**config.mk**
```make
export PLATFORM = sky130hd
export DESIGN_NAME = mem_stage
export DESIGN_NICKNAME = d
export VERILOG_FILES = /design/src/rtl/mem_stage.sv
export SDC_FILE = /design/constraint.sdc
export NUM_CORES = 1
export LEC_CHECK = 0
export BUFFER_PORTS_ARGS = -buffer_cell sky130_fd_sc_hd__buf_2
export CAP_MARGIN = 20
export CORE_AREA = 2 2 242 244
export DETAILED_ROUTE_END_ITERATION = 10
export DIE_AREA = 0 0 244 246
export PLACE_DENSITY = 0.57
export RECOVER_POWER = 100
export SKIP_LAST_GASP = 1
export SYNTH_ARGS = -nofsm -noshare
export SYNTH_HDL_FRONTEND = slang
export SYNTH_SLANG_ARGS = --single-unit
```
**constraint.sdc**
```tcl
create_clock -name clock -period 16.1 [get_ports clock]
set_clock_uncertainty 0.2 [all_clocks]
set_input_delay 1.61 -clock clock [delete_from_list [all_inputs] [get_ports clock]]
set_output_delay 1.61 -clock clock [all_outputs]
set_load 0.05 [all_outputs]
```
**src/rtl/mem_stage.sv**
```systemverilog
// mem_stage: load/store stage with a single in-flight memory transaction and
// a one-entry registered output toward writeback.
// Optional feature: define MEM_STAGE_MISALIGN_CHECK_EN to trap misaligned
// loads/stores locally (no memory request, lower_misalign=1).
module mem_stage (
   input  logic        clock,
   input  logic        reset,
   input  logic        instr_valid,
   output logic        instr_ready,
   input  logic [63:0] pc,
   input  logic [5:0]  prd,
   input  logic        need_to_wb,
   input  logic        is_load,
   input  logic        is_store,
   input  logic        is_unsigned,
   input  logic [3:0]  ls_size,
   input  logic [63:0] ls_address,
   input  logic [63:0] store_data,
   input  logic [63:0] result,
   input  logic        redirect_flush,
   output logic        mem_req_valid,
   input  logic        mem_req_ready,
   output logic [63:0] mem_req_addr,
   output logic        mem_req_wen,
   output logic [63:0] mem_req_wdata,
   output logic [7:0]  mem_req_wmask,
   input  logic        mem_resp_valid,
   input  logic [63:0] mem_resp_rdata,
   output logic        lower_instr_valid,
   input  logic        lower_instr_ready,
   output logic [63:0] lower_pc,
   output logic [5:0]  lower_prd,
   output logic        lower_need_to_wb,
   output logic [63:0] lower_opload_read_data_wb,
   output logic        lower_misalign
);

   typedef enum logic [1:0] {IDLE, REQ, WAIT, OUT} state_t;

   state_t      state;
   logic        kill;

   // Fields of the memory op in flight
   logic [63:0] op_pc;
   logic [5:0]  op_prd;
   logic        op_need_to_wb;
   logic        op_is_load;
   logic        op_is_unsigned;
   logic [3:0]  op_size;
   logic [2:0]  op_offset;
   logic [63:0] op_rdata;

   logic        slot_free;
   logic        is_mem;
   logic        misaligned;
   logic        mis_op;
   logic        accept;
   logic        accept_simple;
   logic        accept_mem;
   logic        out_fire;
   logic [7:0]  size_mask;
   logic [7:0]  req_wmask;
   logic [63:0] req_wdata;
   logic [63:0] shifted;
   logic [63:0] load_data;

   assign slot_free   = ~lower_instr_valid | lower_instr_ready;
   assign instr_ready = (state == IDLE) & slot_free & ~reset;
   assign is_mem      = is_load | is_store;

`ifdef MEM_STAGE_MISALIGN_CHECK_EN
   assign misaligned = (ls_size[1] & ls_address[0])
                     | (ls_size[2] & (|ls_address[1:0]))
                     | (ls_size[3] & (|ls_address[2:0]));
`else
   assign misaligned = 1'b0;
`endif

   assign mis_op        = is_mem & misaligned;
   // Flush wins over a same-cycle accept
   assign accept        = instr_valid & instr_ready & ~redirect_flush;
   assign accept_simple = accept & (~is_mem | mis_op);
   assign accept_mem    = accept & is_mem & ~mis_op;
   assign out_fire      = (state == OUT) & slot_free & ~redirect_flush;

   // Byte-lane mask and data alignment for the outgoing store
   always_comb begin
      if (ls_size[0])      size_mask = 8'h01;
      else if (ls_size[1]) size_mask = 8'h03;
      else if (ls_size[2]) size_mask = 8'h0F;
      else                 size_mask = 8'hFF;
      req_wmask = size_mask << ls_address[2:0];
      req_wdata = store_data << {ls_address[2:0], 3'b000};
   end

   // Extract and extend the loaded value from the aligned doubleword
   always_comb begin
      shifted = op_rdata >> {op_offset, 3'b000};
      if (op_size[0])
         load_data = op_is_unsigned ? {56'b0, shifted[7:0]}  : {{56{shifted[7]}}, shifted[7:0]};
      else if (op_size[1])
         load_data = op_is_unsigned ? {48'b0, shifted[15:0]} : {{48{shifted[15]}}, shifted[15:0]};
      else if (op_size[2])
         load_data = op_is_unsigned ? {32'b0, shifted[31:0]} : {{32{shifted[31]}}, shifted[31:0]};
      else
         load_data = shifted;
   end

   // Transaction FSM with registered memory request
   always_ff @(posedge clock or posedge reset) begin
      if (reset) begin
         state          <= IDLE;
         kill           <= 1'b0;
         mem_req_valid  <= 1'b0;
         mem_req_addr   <= '0;
         mem_req_wen    <= 1'b0;
         mem_req_wdata  <= '0;
         mem_req_wmask  <= '0;
         op_pc          <= '0;
         op_prd         <= '0;
         op_need_to_wb  <= 1'b0;
         op_is_load     <= 1'b0;
         op_is_unsigned <= 1'b0;
         op_size        <= '0;
         op_offset      <= '0;
         op_rdata       <= '0;
      end else begin
         unique case (state)
            IDLE: begin
               if (accept_mem) begin
                  state          <= REQ;
                  mem_req_valid  <= 1'b1;
                  mem_req_addr   <= {ls_address[63:3], 3'b000};
                  mem_req_wen    <= is_store;
                  mem_req_wdata  <= req_wdata;
                  mem_req_wmask  <= is_store ? req_wmask : 8'h00;
                  op_pc          <= pc;
                  op_prd         <= prd;
                  op_need_to_wb  <= need_to_wb;
                  op_is_load     <= is_load;
                  op_is_unsigned <= is_unsigned;
                  op_size        <= ls_size;
                  op_offset      <= ls_address[2:0];
               end
            end
            REQ: begin
               if (redirect_flush) begin
                  state         <= IDLE;
                  mem_req_valid <= 1'b0;
               end else if (mem_req_ready) begin
                  state         <= WAIT;
                  mem_req_valid <= 1'b0;
               end
            end
            WAIT: begin
               // A flushed op still owns the bus until its response drains
               if (mem_resp_valid) begin
                  kill <= 1'b0;
                  if (kill | redirect_flush) begin
                     state <= IDLE;
                  end else begin
                     state    <= OUT;
                     op_rdata <= mem_resp_rdata;
                  end
               end else if (redirect_flush) begin
                  kill <= 1'b1;
               end
            end
            OUT: begin
               if (redirect_flush | slot_free) state <= IDLE;
            end
            default: state <= IDLE;
         endcase
      end
   end

   // One-entry output register toward writeback
   always_ff @(posedge clock or posedge reset) begin
      if (reset) begin
         lower_instr_valid         <= 1'b0;
         lower_pc                  <= '0;
         lower_prd                 <= '0;
         lower_need_to_wb          <= 1'b0;
         lower_opload_read_data_wb <= '0;
         lower_misalign            <= 1'b0;
      end else if (redirect_flush) begin
         lower_instr_valid <= 1'b0;
      end else if (accept_simple) begin
         lower_instr_valid         <= 1'b1;
         lower_pc                  <= pc;
         lower_prd                 <= prd;
         lower_need_to_wb          <= mis_op ? 1'b0 : need_to_wb;
         lower_opload_read_data_wb <= mis_op ? ls_address : result;
         lower_misalign            <= mis_op;
      end else if (out_fire) begin
         lower_instr_valid         <= 1'b1;
         lower_pc                  <= op_pc;
         lower_prd                 <= op_prd;
         lower_need_to_wb          <= op_need_to_wb;
         lower_opload_read_data_wb <= op_is_load ? load_data : 64'h0;
         lower_misalign            <= 1'b0;
      end else if (lower_instr_ready) begin
         lower_instr_valid <= 1'b0;
      end
   end

endmodule
```
After elaboration in Yosys (flattened, before gate mapping)
Index checks and enable logic that the tools add are counted.
{"block": "totals", "regBits": 418, "inputBits": 341, "output_inout_bits": 276, "wordCells": 97}
{"block": "classes", "n_eq_ne": 7, "n_shift": 3, "muxes": 38, "bitwise_logic": 17, "n_reduce_logical": 11}
{"cell": "2-to-1 mux 64 bit", "n": 11}
{"cell": "<< shifter 64 x 6 -> 64 bit", "n": 1}
{"cell": ">> shifter 64 x 6 -> 64 bit", "n": 1}
{"cell": "2-to-1 mux 8 bit", "n": 4}
{"cell": "2-to-1 mux 1 bit", "n": 13}
{"cell": "2-to-1 mux 2 bit", "n": 6}
{"cell": "2-to-1 mux 6 bit", "n": 2}
{"cell": "AND 1 bit", "n": 8}
{"cell": "case mux 2 bit (4 select lines)", "n": 1}
{"cell": "<< shifter 8 x 3 -> 8 bit", "n": 1}
{"cell": "AND reduction 2 bit", "n": 3}
{"cell": "AND reduction 3 bit", "n": 2}
{"cell": "nonzero test 2 bit", "n": 3}
{"cell": "NOT 1 bit", "n": 5}
{"cell": "== test 2 bit, second input constant", "n": 2}
{"cell": "inequality test 2 bit, second input constant", "n": 2}
{"cell": "OR 1 bit", "n": 4}
{"cell": "AND reduction 4 bit", "n": 1}
{"cell": "nonzero test 4 bit", "n": 1}
{"cell": "inequality test 3 bit, second input constant", "n": 1}
{"cell": "== test 2 x 1 -> 1 bit, second input constant", "n": 1}
{"cell": "logical NOT 2 bit", "n": 1}
{"cell": "inequality test 2 x 1 -> 1 bit, second input constant", "n": 1}
{"cell": "case mux 1 bit (2 select lines)", "n": 1}

Longest topological paths before layout
Gate-level depths: netlist of run 1.
{"block": "depth", "depth_word": 9, "depth_mapped": 9}

Worst setup path before layout of run 1
Ideal clock, no wire load.
{"block": "synth_path", "path_type": "input to output", "startpoint": "input port lower_instr_ready", "endpoint": "output port instr_ready", "t_arrival_ns": 3.780, "required_time_ns": 14.290, "setup_slack_ns": 10.510, "path_stages": 4, "n_path_buf": 2, "path_cell_list": "nand2b_1 > buf_2 > clkbuf_1 > nor4b_1"}
{"block": "synth_via", "elab_chain_cells": 3}
{"item": "start, declared", "line_no": "30", "source": "input logic lower_instr_ready,"}
{"item": "OR 1 bit", "line_no": "67", "source": "assign slot_free = ~lower_instr_valid | lower_instr_ready;"}
{"item": "AND 1 bit (2 in a row)", "line_no": "68", "source": "assign instr_ready = (state == IDLE) & slot_free & ~reset;"}
{"item": "end, declared", "line_no": "9", "source": "output logic instr_ready,"}
No other way between the ends.

==> flow_metrics.tcl, run 1 <==
set metrics [dict create \
    status "finished with violations" \
    failed_checks "max-capacitance violations, max-slew violations" \
    synthTopCellsByArea "dfrtp_1 (50%), nand2_1 (12%), mux2i_1 (4.6%)" \
    maxSlewHeadroom -3.05 \
    clock-sinks 417 \
    rows 88 \
    placeableCoreArea_um2 57400 \
    syn_inst 2163 \
    tns_ns 0 \
    grt_pass1_vias 18183 \
    synth-edff-count 0 \
    post-synth-top-count-cell "nand2_1" \
    min_to "lower_pc[62]$_DFFE_PP0P_" \
    wl_met3_um 6460 \
    port_buffers 611 \
    antenna_found_initial 21 \
    critical_path.max_fanout 131 \
    ir_worst_vdd_mv 0.0946 \
    clk_pin_slew_ns 0.06 \
    worstReg2RegStart "state[0]$_DFFE_PP0P_" \
    synth_flop_cell "dfrtp_1" \
    synthArstFlopShare 1.00 \
    layout-drive-gt1-share 0.183 \
    drt_iter0_markers 1252 \
    grt_max_degree 174 \
    maxCapViolations 10 \
    hp-start "lower_pc[62]$_DFFE_PP0P_" \
    route.detailed.drc 0 \
    dr_wl_met2_um 36100 \
    fp.dieW_um 244 \
    final-setup-viol-count 0 \
    dr.pass1.iters 6 \
    num-fill-cells 5703 \
    cts_tree "built" \
    top_layer_used "met5" \
    worstMarginPinSlew_ns 6.04 \
    root_buffer "clkbuf_16" \
    r2r_setup_slack_ns 8.62 \
    post_cts_resized 0 \
    die_h_um 246 \
    synth_commonest_cells "nand2_1 (654), dfrtp_1 (417), a21oi_1 (131), mux2i_1 (96), nor2_1 (86)" \
    yosys.area.top_type "dfrtp_1" \
    via_per_inst 5.25 \
    vias 18343 \
    power_uw 3900 \
    drv_slew 710 \
    end_kind "async pin" \
    finalHoldViolCount 0 \
    ys.warnings.count 0 \
    worstPathRequired_ns 16.55 \
    multi_input_area_um2 9220 \
    power_leakage_uw 0.0123 \
    h-tree-depth 2 \
    grt_pass1_wl_um 112000 \
    ant_nets 0 \
    track_usage 0.243 \
    hold_class "register to register" \
    worstSetupPathType "primary input to async pin" \
    p_per_area_nw_per_um2 154 \
    wirelength_um 75000 \
    clk-insertion-delay-late_ns 0.59 \
    seq_area_um2 10400 \
    synth_top_cell_area_share 0.502 \
    r2r-end "op_pc[13]$_DFFE_PP0P_" \
    postCtsHoldBufs 0 \
    critPathArrivalTime_ns 8.72 \
    nNetsFinal 3021 \
    hpwl_um 53300 \
    clockBufferDepth 3 \
    synth_area_um2 20800 \
    die_area_um2 60000 \
    met1_length_um 29300 \
    avgSynthCellArea_um2 9.61 \
    wl_per_cell_um 21.5 \
    start_util 0.363 \
    rsz0062_at_grt "false" \
    post-cts-setup-buffers 0 \
    top_level_ports 617 \
    overflow 0 \
    synth-seq-cells 417 \
    max_clock_freq_ghz 0.121 \
    min_period_over_period 0.514 \
    crit_path_start_kind "primary input" \
    place_congestion 0.909 \
    reg2regPathDepth 8 \
    fin_crit_ns 8.28 \
    holdPathStages 2 \
    cts_made_buffers 49 \
    area_delta_synth_final_pct 22.0 \
    ys_seq_area_frac 0.502 \
    yosysUniqueCellTypes 62 \
]
[report_power, final]
part	internal [uW]	switching [uW]
clock network	693	457
registers	1270	147
logic	317	1010
[how the worst max path moves through the flow]
stage          depth (start not counted)            from                      end
6_report                               4           reset  lower_pc[1]$_DFFE_PP0P_
2_1_floorplan                          1           reset         kill$_DFFE_PP0P_
4_1_cts                                8  redirect_flush    op_pc[40]$_DFFE_PP0P_
5_1_grt                                4           reset  lower_pc[6]$_DFFE_PP0P_
3_5_place_dp                           8  redirect_flush     op_pc[8]$_DFFE_PP0P_
3_3_place_gp                           8  redirect_flush     op_pc[3]$_DFFE_PP0P_
[cell type report]
type,count,share of cell area
Tap cell,765,0.0377
Inverter,33,0.00493
Antenna cell,15,0.00148
Timing Repair Buffer,641,0.116
Multi-Input combinational cell,1538,0.363
Sequential cell,417,0.412
Clock buffer,76,0.0583
Clock inverter,11,0.00685
[cells by family (layout without fill, tap and decap cells)]
family,Yosys count,in the layout,share of synthesized area
AND/OR/NAND/NOR,860,860,0.173
AO/OA/AOI/OAI,469,469,0.149
multiplexers,204,204,0.121
adder cells (fa/ha/maj),1,1,0.000481
other,1,19,0.000180
buffers and inverters,211,761,0.0546
flip-flops,417,417,0.502
[state kept, by name, summed over array words and instances, names as in the netlist, 2 cells and up]
register                   count
lower_opload_read_data_wb     64
op_offset                      3
op_prd                         6
state                          2
mem_req_wdata                 64
mem_req_addr                  61
op_size                        3
op_pc                         64
lower_pc                      64
op_rdata                      64
lower_prd                      6
mem_req_wmask                  8
[placed cells by master (no fill, tap or decap), types with 23 or more instances in the layout]
cell	instances
buf_2	337
inv_1	31
mux4_2	30
o21ai_0	74
a22oi_1	79
nor2b_1	43
mux2_1	68
a211oi_1	28
o22ai_1	27
a21oi_1	131
nor2_1	87
a31oi_1	23
dfrtp_1	413
clkbuf_16	50
nand2_1	654
clkbuf_1	296
mux2i_1	96
[metal layers]
layer / vias up / track usage
met1: 8915 / 0.301
met5: - / 0
met2: 751 / 0.398
met4: 8 / 0.103
met3: 155 / 0.0686
li1: 8514 / -
[stage by stage]
stage	utilization	std cells	worst slack, ns	hold slack, ns	instance area (um^2)
global placement	0.420	3392	10.81	0.253	24100
global route	0.442	3493	6.52	0.291	25400
detailed placement	0.420	3392	10.77	0.256	24100
finish	0.442	3496	7.82	0.270	25400
CTS	0.449	3479	11.38	0.270	25700
floorplan	-	2166	2.68	0.247	20800
[worst max-delay path, cell delays in order]
cell and delay (ns):
clkbuf_1 0.12, clkinvlp_2 3.38, clkbuf_1 2.62, buf_4 0.86
Power figures use the tool's default switching activity.
==> run 2: changes to the inputs <==
Clock period 16.1 ns to 7.75 ns, I/O delays scaled along.
==> flow_metrics.tcl, run 2 (same netlist as run 1, synthesis figures left out) <==
set metrics [dict create \
    die_h_um 246 \
    h-tree-depth 2 \
    tns_ns 0 \
    dr.pass1.iters 5 \
    start_util 0.363 \
    layout_commonest_cell "nand2_1" \
    crit_top_cell "clkbuf_1" \
    track_usage 0.242 \
    rsz0062_at_grt "false" \
    layout_common_cells "nand2_1 (654), dfrtp_1 (413), buf_2 (338), clkbuf_1 (288), a21oi_1 (131)" \
    wl_per_cell_um 21.4 \
    min_period_over_period 0.695 \
    worstMarginPinSlew_ns 2.87 \
    clockBufferDepth 3 \
    critical_path.max_fanout 47 \
    num-fill-cells 5736 \
    worstSetupPathType "primary input to register" \
    cp.buffers_inverters 3 \
    ant_nets 0 \
    wirelength_um 74400 \
    r2r_setup_slack_ns 2.36 \
    fin_crit_ns 5.39 \
    seq_area_um2 10400 \
    ir_worst_vdd_mv 0.180 \
    via_per_inst 5.27 \
    final-setup-viol-count 0 \
    p_per_area_nw_per_um2 315 \
    root_buffer "clkbuf_16" \
    area_delta_synth_final_pct 21.5 \
    grt_pass1_vias 18148 \
    power_uw 7950 \
    postCtsHoldBufs 0 \
    failed_checks "max-capacitance violations, max-slew violations" \
    cts_made_buffers 47 \
    post_cts_resized 0 \
    drv_slew 320 \
    power_leakage_uw 0.0123 \
    clk_pin_slew_ns 0.06 \
    clk-insertion-delay-late_ns 0.58 \
    grt_max_degree 171 \
    crit_path_start_kind "primary input" \
    route.detailed.drc 0 \
    place_congestion 0.907 \
    port_buffers 611 \
    placeableCoreArea_um2 57400 \
    crit_family "buffers and inverters" \
    die_area_um2 60000 \
    cts_tree "built" \
    antenna_found_initial 21 \
    max_clock_freq_ghz 0.186 \
    worstPathRequired_ns 7.90 \
    finalHoldViolCount 0 \
    crit_path_max_incr_delay_ns 1.69 \
    top_level_ports 617 \
    status "finished with violations" \
    layout-drive-gt1-share 0.183 \
    clock-sinks 417 \
    vias 18367 \
    nNetsFinal 3017 \
    end_kind "register" \
    post-cts-setup-buffers 0 \
    hold_class "primary input to register" \
    overflow 0 \
    maxSlewHeadroom -0.916 \
    rows 88 \
    fp.dieW_um 244 \
    grt_pass1_wl_um 112000 \
    crit_path_top_delay_cell "clkbuf_1" \
    critPathArrivalTime_ns 5.54 \
    maxCapViolations 8 \
    crit_chain "buf_2 > nand2b_1 > clkbuf_1 > nand4_1 > nor4_1 > nor2_1 > clkbuf_1 > o21ai_0" \
    multi_input_area_um2 9210 \
    drt_iter0_markers 1299 \
    hpwl_um 52900 \
]
-- run 2: report_power, final --
group          leakage (uW)  switching (uW)  internal (uW)
Clock              0.000760             924           1330
Combinational       0.00618            2100            655
Sequential          0.00534             316           2630
Total                0.0123            3340           4610
-- run 2: worst reg2reg max path: cells and delay by family (launching register included) --
kind | cells | cell delay, ns
compound gates | 1 | 0.37
flops | 1 | 0.36
buf+inv | 2 | 2.33
simple gates | 4 | 1.91
-- run 2: cell type report --
| class | instances | share of cell area |
|---|---|---|
| repair buffers | 639 | 0.117 |
| flip-flops and latches | 417 | 0.413 |
| multi-input cells | 1538 | 0.364 |
| inverters | 33 | 0.00495 |
| well taps | 765 | 0.0379 |
| diodes | 12 | 0.00119 |
| clock inverters | 12 | 0.00545 |
| clock buffers | 70 | 0.0560 |
-- run 2: layer usage --
layer / vias up / global-route usage / wire length (um)
li1: 8513 / - / -
met1: 9013 / 0.304 / 30100
met2: 690 / 0.408 / 36600
met3: 131 / 0.0607 / 5510
met4: 20 / 0.0780 / 2090
met5: - / 0 / 129
-- run 2: per-stage QoR --
| step | utilization | hold slack (ns) | worst slack [ns] | instances | cell area [um^2] |
|---|---|---|---|---|---|
| 6_report | 0.440 | 0.187 | 2.36 | 3486 | 25300 |
| 3_5_place_dp | 0.420 | 0.257 | 3.89 | 3391 | 24100 |
| 3_3_place_gp | 0.420 | 0.253 | 3.93 | 3391 | 24100 |
| 2_1_floorplan | - | 0.247 | 1.15 | 2166 | 20800 |
| 5_1_grt | 0.440 | 0.160 | 2.09 | 3482 | 25300 |
| 4_1_cts | 0.447 | 0.0978 | 4.15 | 3473 | 25600 |
-- run 2: final timing paths --
check	startpoint	to	depth (start not counted)
worst max-delay path	lower_instr_ready	lower_opload_read_data_wb[27]$_DFFE_PP0P_	8
worst min-delay path	ls_address[15]	mem_req_addr[15]$_DFFE_PP0P_	3
worst max register to register	lower_instr_valid$_DFFE_PP0P_	lower_opload_read_data_wb[27]$_DFFE_PP0P_	7
worst min register to register	lower_prd[4]$_DFFE_PP0P_	lower_prd[4]$_DFFE_PP0P_	2
max in group asynchronous	reset	lower_pc[7]$_DFFE_PP0P_	4
min in group asynchronous	reset	mem_req_wdata[2]$_DFFE_PP0P_	2
